File: config.mk
export PLATFORM = sky130hd
export DESIGN_NAME = digdug_hvgen
export DESIGN_NICKNAME = d
export VERILOG_FILES = /design/src/rtl/digdug_pkg.sv /design/src/rtl/digdug_rgb_expand.sv /design/src/rtl/digdug_hvgen.sv
export SDC_FILE = /design/constraint.sdc
export NUM_CORES = 1
export LEC_CHECK = 0
export CORE_UTILIZATION = 45
export DETAILED_ROUTE_END_ITERATION = 10
export MAX_ROUTING_LAYER = met4
export PLACE_DENSITY = 0.75
export SLEW_MARGIN = 20
export SYNTH_ARGS = -nofsm -noshare
export SYNTH_HDL_FRONTEND = slang
export SYNTH_SLANG_ARGS = --single-unit
File: constraint.sdc
create_clock -name MCLK -period 2.72 [get_ports MCLK]
set_clock_uncertainty 0.2 [all_clocks]
set_input_delay 0.544 -clock MCLK [delete_from_list [all_inputs] [get_ports MCLK]]
set_output_delay 0.544 -clock MCLK [all_outputs]
set_load 0.005 [all_outputs]
File: src/rtl/digdug_pkg.sv
// Shared Dig Dug video constants: default raster timing, POUT colour field
// positions and the 3/2-bit to 8-bit colour expansion helpers.
package digdug_pkg;

    localparam int DEF_H_TOTAL  = 384;
    localparam int DEF_H_VIS    = 288;
    localparam int DEF_HS_START = 304;
    localparam int DEF_HS_WIDTH = 32;
    localparam int DEF_V_TOTAL  = 264;
    localparam int DEF_V_VIS    = 224;
    localparam int DEF_VS_START = 240;
    localparam int DEF_VS_WIDTH = 8;
    localparam int DEF_PIX_LAT  = 2;

    localparam int POUT_R_LSB = 0;
    localparam int POUT_R_MSB = 2;
    localparam int POUT_G_LSB = 3;
    localparam int POUT_G_MSB = 5;
    localparam int POUT_B_LSB = 6;
    localparam int POUT_B_MSB = 7;

    typedef struct packed {
        logic hb;
        logic vb;
        logic hs;
        logic vs;
    } raster_flags_t;

    // Bit replication spreads full-scale codes to 8'hFF and zero to 8'h00.
    function automatic logic [7:0] expand3(input logic [2:0] c);
        return {c, c, c[2:1]};
    endfunction

    function automatic logic [7:0] expand2(input logic [1:0] c);
        return {c, c, c, c};
    endfunction

endpackage

File: src/rtl/digdug_rgb_expand.sv
// Registered expansion of the 3/3/2 palette pixel to 8/8/8 RGB, forced to
// black while the aligned blank flag is set.
module digdug_rgb_expand
    import digdug_pkg::*;
(
    input  logic       clk,
    input  logic       rst_n,
    input  logic       ce,
    input  logic       blank,
    input  logic [7:0] pix,
    output logic [7:0] r,
    output logic [7:0] g,
    output logic [7:0] b
);

    logic [2:0] r3;
    logic [2:0] g3;
    logic [1:0] b2;

    assign r3 = pix[POUT_R_MSB:POUT_R_LSB];
    assign g3 = pix[POUT_G_MSB:POUT_G_LSB];
    assign b2 = pix[POUT_B_MSB:POUT_B_LSB];

    always_ff @(posedge clk or negedge rst_n) begin
        if (!rst_n) begin
            r <= '0;
            g <= '0;
            b <= '0;
        end else if (ce) begin
            if (blank) begin
                r <= '0;
                g <= '0;
                b <= '0;
            end else begin
                r <= expand3(r3);
                g <= expand3(g3);
                b <= expand2(b2);
            end
        end
    end

endmodule

File: src/rtl/digdug_hvgen.sv
// Dig Dug video timing: 48 MHz to 6 MHz pixel enable, PH/PV raster counters,
// and a sync/blank delay line aligned with the core's POUT latency.
module digdug_hvgen
    import digdug_pkg::*;
#(
    parameter int H_TOTAL  = DEF_H_TOTAL,
    parameter int H_VIS    = DEF_H_VIS,
    parameter int HS_START = DEF_HS_START,
    parameter int HS_WIDTH = DEF_HS_WIDTH,
    parameter int V_TOTAL  = DEF_V_TOTAL,
    parameter int V_VIS    = DEF_V_VIS,
    parameter int VS_START = DEF_VS_START,
    parameter int VS_WIDTH = DEF_VS_WIDTH,
    parameter int PIX_LAT  = DEF_PIX_LAT
) (
    input  logic              MCLK,
    input  logic              RESET_N,
    input  logic signed [3:0] H_ADJ,
    input  logic        [7:0] POUT,
    output logic              CE_PIX,
    output logic        [8:0] PH,
    output logic        [8:0] PV,
    output logic        [7:0] R,
    output logic        [7:0] G,
    output logic        [7:0] B,
    output logic              HSYNC,
    output logic              VSYNC,
    output logic              HBLANK,
    output logic              VBLANK,
    output logic              DE
);

    logic        [2:0] div;
    logic signed [3:0] adj_q;
    logic              line_end;
    logic              frame_end;
    logic signed [9:0] ph_s;
    logic signed [9:0] hs_lo;
    logic signed [9:0] hs_hi;
    raster_flags_t     raw;
    raster_flags_t     tap;
    raster_flags_t     dly [PIX_LAT];

    // CE_PIX is registered one count early so it is high exactly while DIV reads 7.
    always_ff @(posedge MCLK or negedge RESET_N) begin
        if (!RESET_N) begin
            div    <= '0;
            CE_PIX <= 1'b0;
        end else begin
            div    <= div + 3'd1;
            CE_PIX <= (div == 3'd6);
        end
    end

    assign line_end  = (PH == 9'(H_TOTAL - 1));
    assign frame_end = line_end && (PV == 9'(V_TOTAL - 1));

    // H_ADJ is only taken at the frame wrap so a line never sees a partial shift.
    always_ff @(posedge MCLK or negedge RESET_N) begin
        if (!RESET_N) begin
            PH    <= '0;
            PV    <= '0;
            adj_q <= '0;
        end else if (CE_PIX) begin
            if (line_end) begin
                PH <= '0;
                if (frame_end) begin
                    PV    <= '0;
                    adj_q <= H_ADJ;
                end else begin
                    PV <= PV + 9'd1;
                end
            end else begin
                PH <= PH + 9'd1;
            end
        end
    end

    always_comb begin
        ph_s   = $signed({1'b0, PH});
        hs_lo  = 10'(HS_START) + {{6{adj_q[3]}}, adj_q};
        hs_hi  = hs_lo + 10'(HS_WIDTH);
        raw.hb = (PH >= 9'(H_VIS));
        raw.vb = (PV >= 9'(V_VIS));
        raw.hs = (ph_s >= hs_lo) && (ph_s < hs_hi);
        raw.vs = (PV >= 9'(VS_START)) && (PV < 9'(VS_START + VS_WIDTH));
    end

    always_ff @(posedge MCLK or negedge RESET_N) begin
        if (!RESET_N) begin
            for (int i = 0; i < PIX_LAT; i++) begin
                dly[i] <= '0;
            end
        end else if (CE_PIX) begin
            dly[0] <= raw;
            for (int i = 1; i < PIX_LAT; i++) begin
                dly[i] <= dly[i-1];
            end
        end
    end

    assign tap = dly[PIX_LAT-1];

    always_ff @(posedge MCLK or negedge RESET_N) begin
        if (!RESET_N) begin
            HSYNC  <= 1'b0;
            VSYNC  <= 1'b0;
            HBLANK <= 1'b0;
            VBLANK <= 1'b0;
            DE     <= 1'b0;
        end else if (CE_PIX) begin
            HSYNC  <= tap.hs;
            VSYNC  <= tap.vs;
            HBLANK <= tap.hb;
            VBLANK <= tap.vb;
            DE     <= !(tap.hb || tap.vb);
        end
    end

    digdug_rgb_expand u_rgb (
        .clk   (MCLK),
        .rst_n (RESET_N),
        .ce    (CE_PIX),
        .blank (tap.hb | tap.vb),
        .pix   (POUT),
        .r     (R),
        .g     (G),
        .b     (B)
    );

endmodule

Yosys cells after proc, flatten, opt, wreduce, memory -nomap -nowiden
Index checks and enable logic that the tools add are counted.
{"block": "word_totals", "rom_bits": 0, "in_bits": 14, "mem_count": 0, "output_inout_bits": 48, "reg_bits": 63, "wordCells": 48, "mem_bits_rw": 0, "latch_bits": 0}
{"block": "op_classes", "muxes": 5, "n_lt_le_gt_ge": 6, "eq_ne": 3, "n_div": 0, "shift": 0, "bitwise_logic": 1, "mul": 0, "add_sub_neg": 5, "reduce_logical": 7}
{"cell": "8-bit 2-to-1 mux", "count": 3}
{"cell": "9-bit by 1-bit adder with 9-bit output, second input constant", "count": 2}
{"cell": "9-bit equality test, second input constant", "count": 2}
{"cell": "9-bit by 8-bit >= comparator with 1-bit output, second input constant", "count": 2}
{"cell": "9-bit 2-to-1 mux", "count": 2}
{"cell": "10-bit by 7-bit adder with 10-bit output, second input constant", "count": 1}
{"cell": "9-bit by 10-bit adder with 10-bit output, first input constant", "count": 1}
{"cell": "10-bit >= comparator", "count": 1}
{"cell": "10-bit < comparator", "count": 1}
{"cell": "9-bit >= comparator, second input constant", "count": 1}
{"cell": "9-bit by 8-bit < comparator with 1-bit output, second input constant", "count": 1}
{"cell": "3-bit by 1-bit adder with 3-bit output, second input constant", "count": 1}
{"cell": "3-bit equality test, second input constant", "count": 1}
{"cell": "1-bit logical AND", "count": 3}
{"cell": "3-bit AND reduction", "count": 1}
{"cell": "2-bit AND reduction", "count": 1}
{"cell": "1-bit zero test", "count": 1}
{"cell": "1-bit logical OR", "count": 1}
{"cell": "1-bit bitwise OR", "count": 1}

Depth between registers and ports, before layout
{"block": "depth", "word_depth": 4, "mapped_depth": 6, "depth_no_buf": 6}

Hierarchy
From an unflattened synthesis, not the netlist that was laid out.
{"block": "hier_totals", "hier_cells": 212, "hier_area_um2": 2337.2}
{"module": "digdug_hvgen", "n_inst": 1, "cells_each": 163, "area_each_um2": 1875.5, "seq_area_each_um2": 975.9}
{"module": "digdug_rgb_expand", "n_inst": 1, "cells_each": 49, "area_each_um2": 461.7, "seq_area_each_um2": 200.2}

Worst setup path before layout
OpenSTA, ideal clock, no wires.
{"block": "synth_timing", "path_type": "flip-flop to flip-flop", "startpoint": "reg PH[1]", "endpoint": "reg adj_q[0]", "setup_time_ns": 0.125, "period_less_slack_ns": 1.894, "path_buffers": 1, "required_time_ns": 2.395, "slack_ns": 0.826, "path_stages_with_launch": 7, "arrival_time_ns": 1.569, "path_cell_list": "dfrtp_1 ha_1 and3_1 nand3_2 or2_1 buf_6 mux2_4"}
{"block": "synth_via", "elab_chain_cells": 3}
{"item": "from (decl)", "line": "digdug_hvgen.sv:21", "rtl": "output logic [8:0] PH,"}
{"item": "from (signal assigned)", "line": "digdug_hvgen.sv:74", "rtl": "PH <= PH + 9'd1;"}
{"item": "9-bit equality test *", "line": "digdug_hvgen.sv:55", "rtl": "assign line_end = (PH == 9'(H_TOTAL - 1));"}
{"item": "1-bit logical AND", "line": "digdug_hvgen.sv:56", "rtl": "assign frame_end = line_end && (PV == 9'(V_TOTAL - 1));"}
{"item": "3-bit AND reduction (no line) *"}
{"item": "to (signal assigned)", "line": "digdug_hvgen.sv:63", "rtl": "adj_q <= '0;"}
{"item": "to (signal assigned)", "line": "digdug_hvgen.sv:69", "rtl": "adj_q <= H_ADJ;"}
{"item": "to (decl)", "line": "digdug_hvgen.sv:34", "rtl": "logic signed [3:0] adj_q;"}
Mark *: on every way between the ends. The rest lies on a longest branch, timed or not.
A chain may end at the register's enable or synchronous reset.

Final worst setup path
{"block": "layout_timing", "startpoint": "reg CE_PIX", "endpoint": "out CE_PIX"}
{"item": "from (decl)", "line": "digdug_hvgen.sv:20", "rtl": "output logic CE_PIX,"}
{"item": "from (signal assigned)", "line": "digdug_hvgen.sv:51", "rtl": "CE_PIX <= (div == 3'd6);"}
No word-level cell between the ends.

==> impl_metrics.env <==
export IMPL_status="finished, final reports clean"
export IMPL_cts_htree_levels=2
export IMPL_die_width_um=73.2
export IMPL_cts_bufs_inserted=5
export IMPL_cts_clk_slew_worst_paths_ps=90
export IMPL_timing_critical_path_depth=1
export IMPL_ctsResizeCount=0
export IMPL_syn2layout_area_growth_pct=28.5
export IMPL_tritoncts="built"
export IMPL_number_of_nets_in_the_layout=271
export IMPL_final_cells=314
export IMPL_seq_power_share=0.574
export IMPL_internal_reg_to_reg_setup_slack_ps=680
export IMPL_timing_final_setup_violations=0
export IMPL_groute_layer_met3_usage=0.0414
export IMPL_antenna_violating_nets_post_route=0
export IMPL_drt_iter0_markers=38
export IMPL_clock_power_share=0.352
export IMPL_global_route_wire_length_before_repair_um=7170
export IMPL_globalplace_congestion=0.804
export IMPL_dpl_hpwl_um=3110
export IMPL_combinational_family_with_the_most_area_after_synthesis="simple AND/OR/NAND/NOR gates"
export IMPL_clkLatencyLatePin_ps=300
export IMPL_dpl_worst_slack_ps=691
export IMPL_worstPathMaxFanout=13
export IMPL_vias=1560
export IMPL_worst_setup_path_start_kind="register"
export IMPL_finalWorstSetupSlack_ps=487
export IMPL_route_detailed_wl_per_inst_um=13.8
export IMPL_most_frequently_used_flop_master_after_synthesis="sky130_fd_sc_hd__dfrtp_1"
export IMPL_io_pins=62
export IMPL_synth_cell_area_mm2=0.00228
export IMPL_grt_setup_unrepaired="false"
export IMPL_critical_setup_path_kind="reg -> out"
export IMPL_worst_pin_slew_ps=577
export IMPL_ys_seq_elements=47
export IMPL_timing_final_hold_violations=0
export IMPL_cell_row_count=25
export IMPL_max_clock_path_buffers=2
export IMPL_p_total_mw=1.24
export IMPL_number_of_global_route_vias_before_repair=1533
export IMPL_reg2reg_from="PH[1]"
export IMPL_port_buffer_count=61
export IMPL_r2r_end="adj_q[1]"
export IMPL_cap_viol_max_count=0
export IMPL_post_synth_fa_ha_maj_area_fraction=0.0603
export IMPL_min_period_over_period=0.821
export IMPL_cpPeakStageDelay_ps=600
export IMPL_detail_route_vias_per_cell=4.97
export IMPL_core_area_mm2=0.00479
export IMPL_cp_required_ps=1980
export IMPL_combPwrFrac=0.074
export IMPL_cellLeakagePower_nw=1.32
export IMPL_synth_async_sr_flop_share=1.00
export IMPL_capturing_element_of_the_worst_setup_path="CE_PIX"
export IMPL_globalRoute_totalOverflow=0
export IMPL_synthesis_yosys_warnings=0
export IMPL_synth_mux_area_fraction=0.0702
export IMPL_holdCritPathClass="in -> async"
export IMPL_initial_utilization=0.477
export IMPL_timing_hold_ws_ps=125
export IMPL_syn_area_per_cell_um2=11.5
export IMPL_postSynthNetCount=223
export IMPL_drt_first_pass_iters=4
export IMPL_drc=0
export IMPL_setup_total_negative_slack_ps=0
export IMPL_yosysSeqAreaShare=0.515
export IMPL_fmaxAchievable_ghz=0.448
export IMPL_grt_antenna_before_repair=0
export IMPL_met1_usage_grt=0.237
export IMPL_met2_usage=0.277
export IMPL_cells_traversed_along_the_worst_timing_path="clkdlybuf4s50_1"
export IMPL_worst_path_buf_inv=1
export IMPL_worst_path_dominant_cell_family="buffers and inverters"
export IMPL_grt_util_all_layers=0.184
export IMPL_cts_hold_buffers=0
export IMPL_switching_power_mw=0.271
export IMPL_intPower_mw=0.974
export IMPL_numPlacedInstances=306
export IMPL_layout_min_cycle_time_ps=2230
export IMPL_grt_busiest_layer="met2"
export IMPL_final_max_slew_violation_count=0
export IMPL_post_synth_xor_area_fraction=0.0461
export IMPL_post_cts_setup_buffer_count=0
export IMPL_critical_path_slowest_cell="sky130_fd_sc_hd__clkdlybuf4s50_1"
export IMPL_dieHeight_um=73.2
export IMPL_synth_enable_flop_cells=0
export IMPL_fp_dieArea_mm2=0.00536
export IMPL_multi_input_comb_area_um2=897
export IMPL_p_per_area_mw_per_mm2=424
export IMPL_synthSimpleGateAreaFrac=0.132
export IMPL_pin_count_of_the_biggest_net_entering_global_routing=48
export IMPL_drt_total_wl_um=4330
export IMPL_vdd_drop_max_mv=0.276
export IMPL_cp_startpoint="CE_PIX"
export IMPL_root_buffer="sky130_fd_sc_hd__clkbuf_8"
export IMPL_num_fill_cells=420
export IMPL_final_core_util=0.613
export IMPL_cts_sink_count=47
export IMPL_p_sw_frac=0.217
export IMPL_post_synth_num_cell_types=42
export IMPL_synthesis_instances=198
export IMPL_sequential_cell_area_mm2=0.00118
export IMPL_reg2reg_depth=5
export IMPL_synth_compound_area_share=0.0844
export IMPL_finalInstanceArea_mm2=0.00293
export IMPL_post_dp_cell_area_mm2=0.00283
export IMPL_timing_critical_path_to_type="output pin"
export IMPL_diodes=0
export IMPL_slew_headroom=0.615
export IMPL_post_route_cells_drive_above_1_share=0.113
export IMPL_critPathArrivalTime_ps=1490
## layout make-up
cell class,count,area share
inverter,15,0.0192
clock buffer,6,0.0282
clock inverter,2,0.00555
timing repair buffer,63,0.212
tap,67,0.0286
multi-input combinational,114,0.306
sequential,47,0.401
## power by group through the flow
stage / combinational (mW) / sequential [mW] / clock [mW]
floorplan: 0.0372 / 0.729 / 0
global placement: 0.0913 / 0.729 / 0
detailed placement: 0.0931 / 0.729 / 0
CTS: 0.0934 / 0.715 / 0.455
global route: 0.101 / 0.717 / 0.483
finish: 0.0915 / 0.715 / 0.438
## synth_stat cells (7+ instances only)
| cell | count | area share |
|---|---|---|
| sky130_fd_sc_hd__a22o_1 | 8 | 0.031 |
| sky130_fd_sc_hd__dfrtp_1 | 47 | 0.52 |
| sky130_fd_sc_hd__nand2_1 | 7 | 0.012 |
| sky130_fd_sc_hd__nor2_1 | 7 | 0.012 |
| sky130_fd_sc_hd__ha_1 | 11 | 0.060 |
| sky130_fd_sc_hd__buf_4 | 16 | 0.053 |
| sky130_fd_sc_hd__mux2_2 | 8 | 0.039 |
| sky130_fd_sc_hd__inv_1 | 15 | 0.025 |
| sky130_fd_sc_hd__nand3_1 | 9 | 0.020 |
## cell families after synthesis
logic type	count (synthesis)
buffers and inverters	37
AND/OR/NAND/NOR	50
flip-flops	47
XOR/XNOR	12
multiplexers	13
adder cells (fa/ha/maj)	11
AO/OA/AOI/OAI	28
## flip-flops by register name, indices dropped and copies added, names as in the netlist
register and count:
CE_PIX 1, DE 1, HBLANK 1, HSYNC 1, PH 9, PV 9
VBLANK 1, VSYNC 1, adj_q 4, div 3, dly 8, u_rgb.b 2
u_rgb.g 3, u_rgb.r 3
## layer usage
layer,vias up,share of wire
met2,39,0.48
met5,-,0
met1,751,0.46
met3,10,0.045
met4,0,0.019
li1,760,-
## how the worst min path moves through the flow
| stage | end | startpoint | slack [ps] | cells after the start |
|---|---|---|---|---|
| 5_1_grt | u_rgb.r[5] | RESET_N | 170 | 2 |
| 4_1_cts | u_rgb.r[4] | RESET_N | 140 | 2 |
| 3_3_place_gp | div[0] | div[0] | 230 | 1 |
| 6_report | u_rgb.r[4] | RESET_N | 120 | 2 |
| 3_5_place_dp | div[0] | div[0] | 240 | 1 |
| 2_1_floorplan | CE_PIX | RESET_N | 50 | 0 |
## placed cells by master, fill, tap and decap left out, types with 7 or more instances in the layout
cell and count:
sky130_fd_sc_hd__clkdlybuf4s50_1 60, sky130_fd_sc_hd__nor2_1 7, sky130_fd_sc_hd__nand3_1 9, sky130_fd_sc_hd__nand2_1 7, sky130_fd_sc_hd__dfrtp_1 47, sky130_fd_sc_hd__mux2_2 8, sky130_fd_sc_hd__inv_1 15, sky130_fd_sc_hd__ha_1 11
sky130_fd_sc_hd__a22o_1 8
No activity file was read; power rests on OpenSTA's default activity.
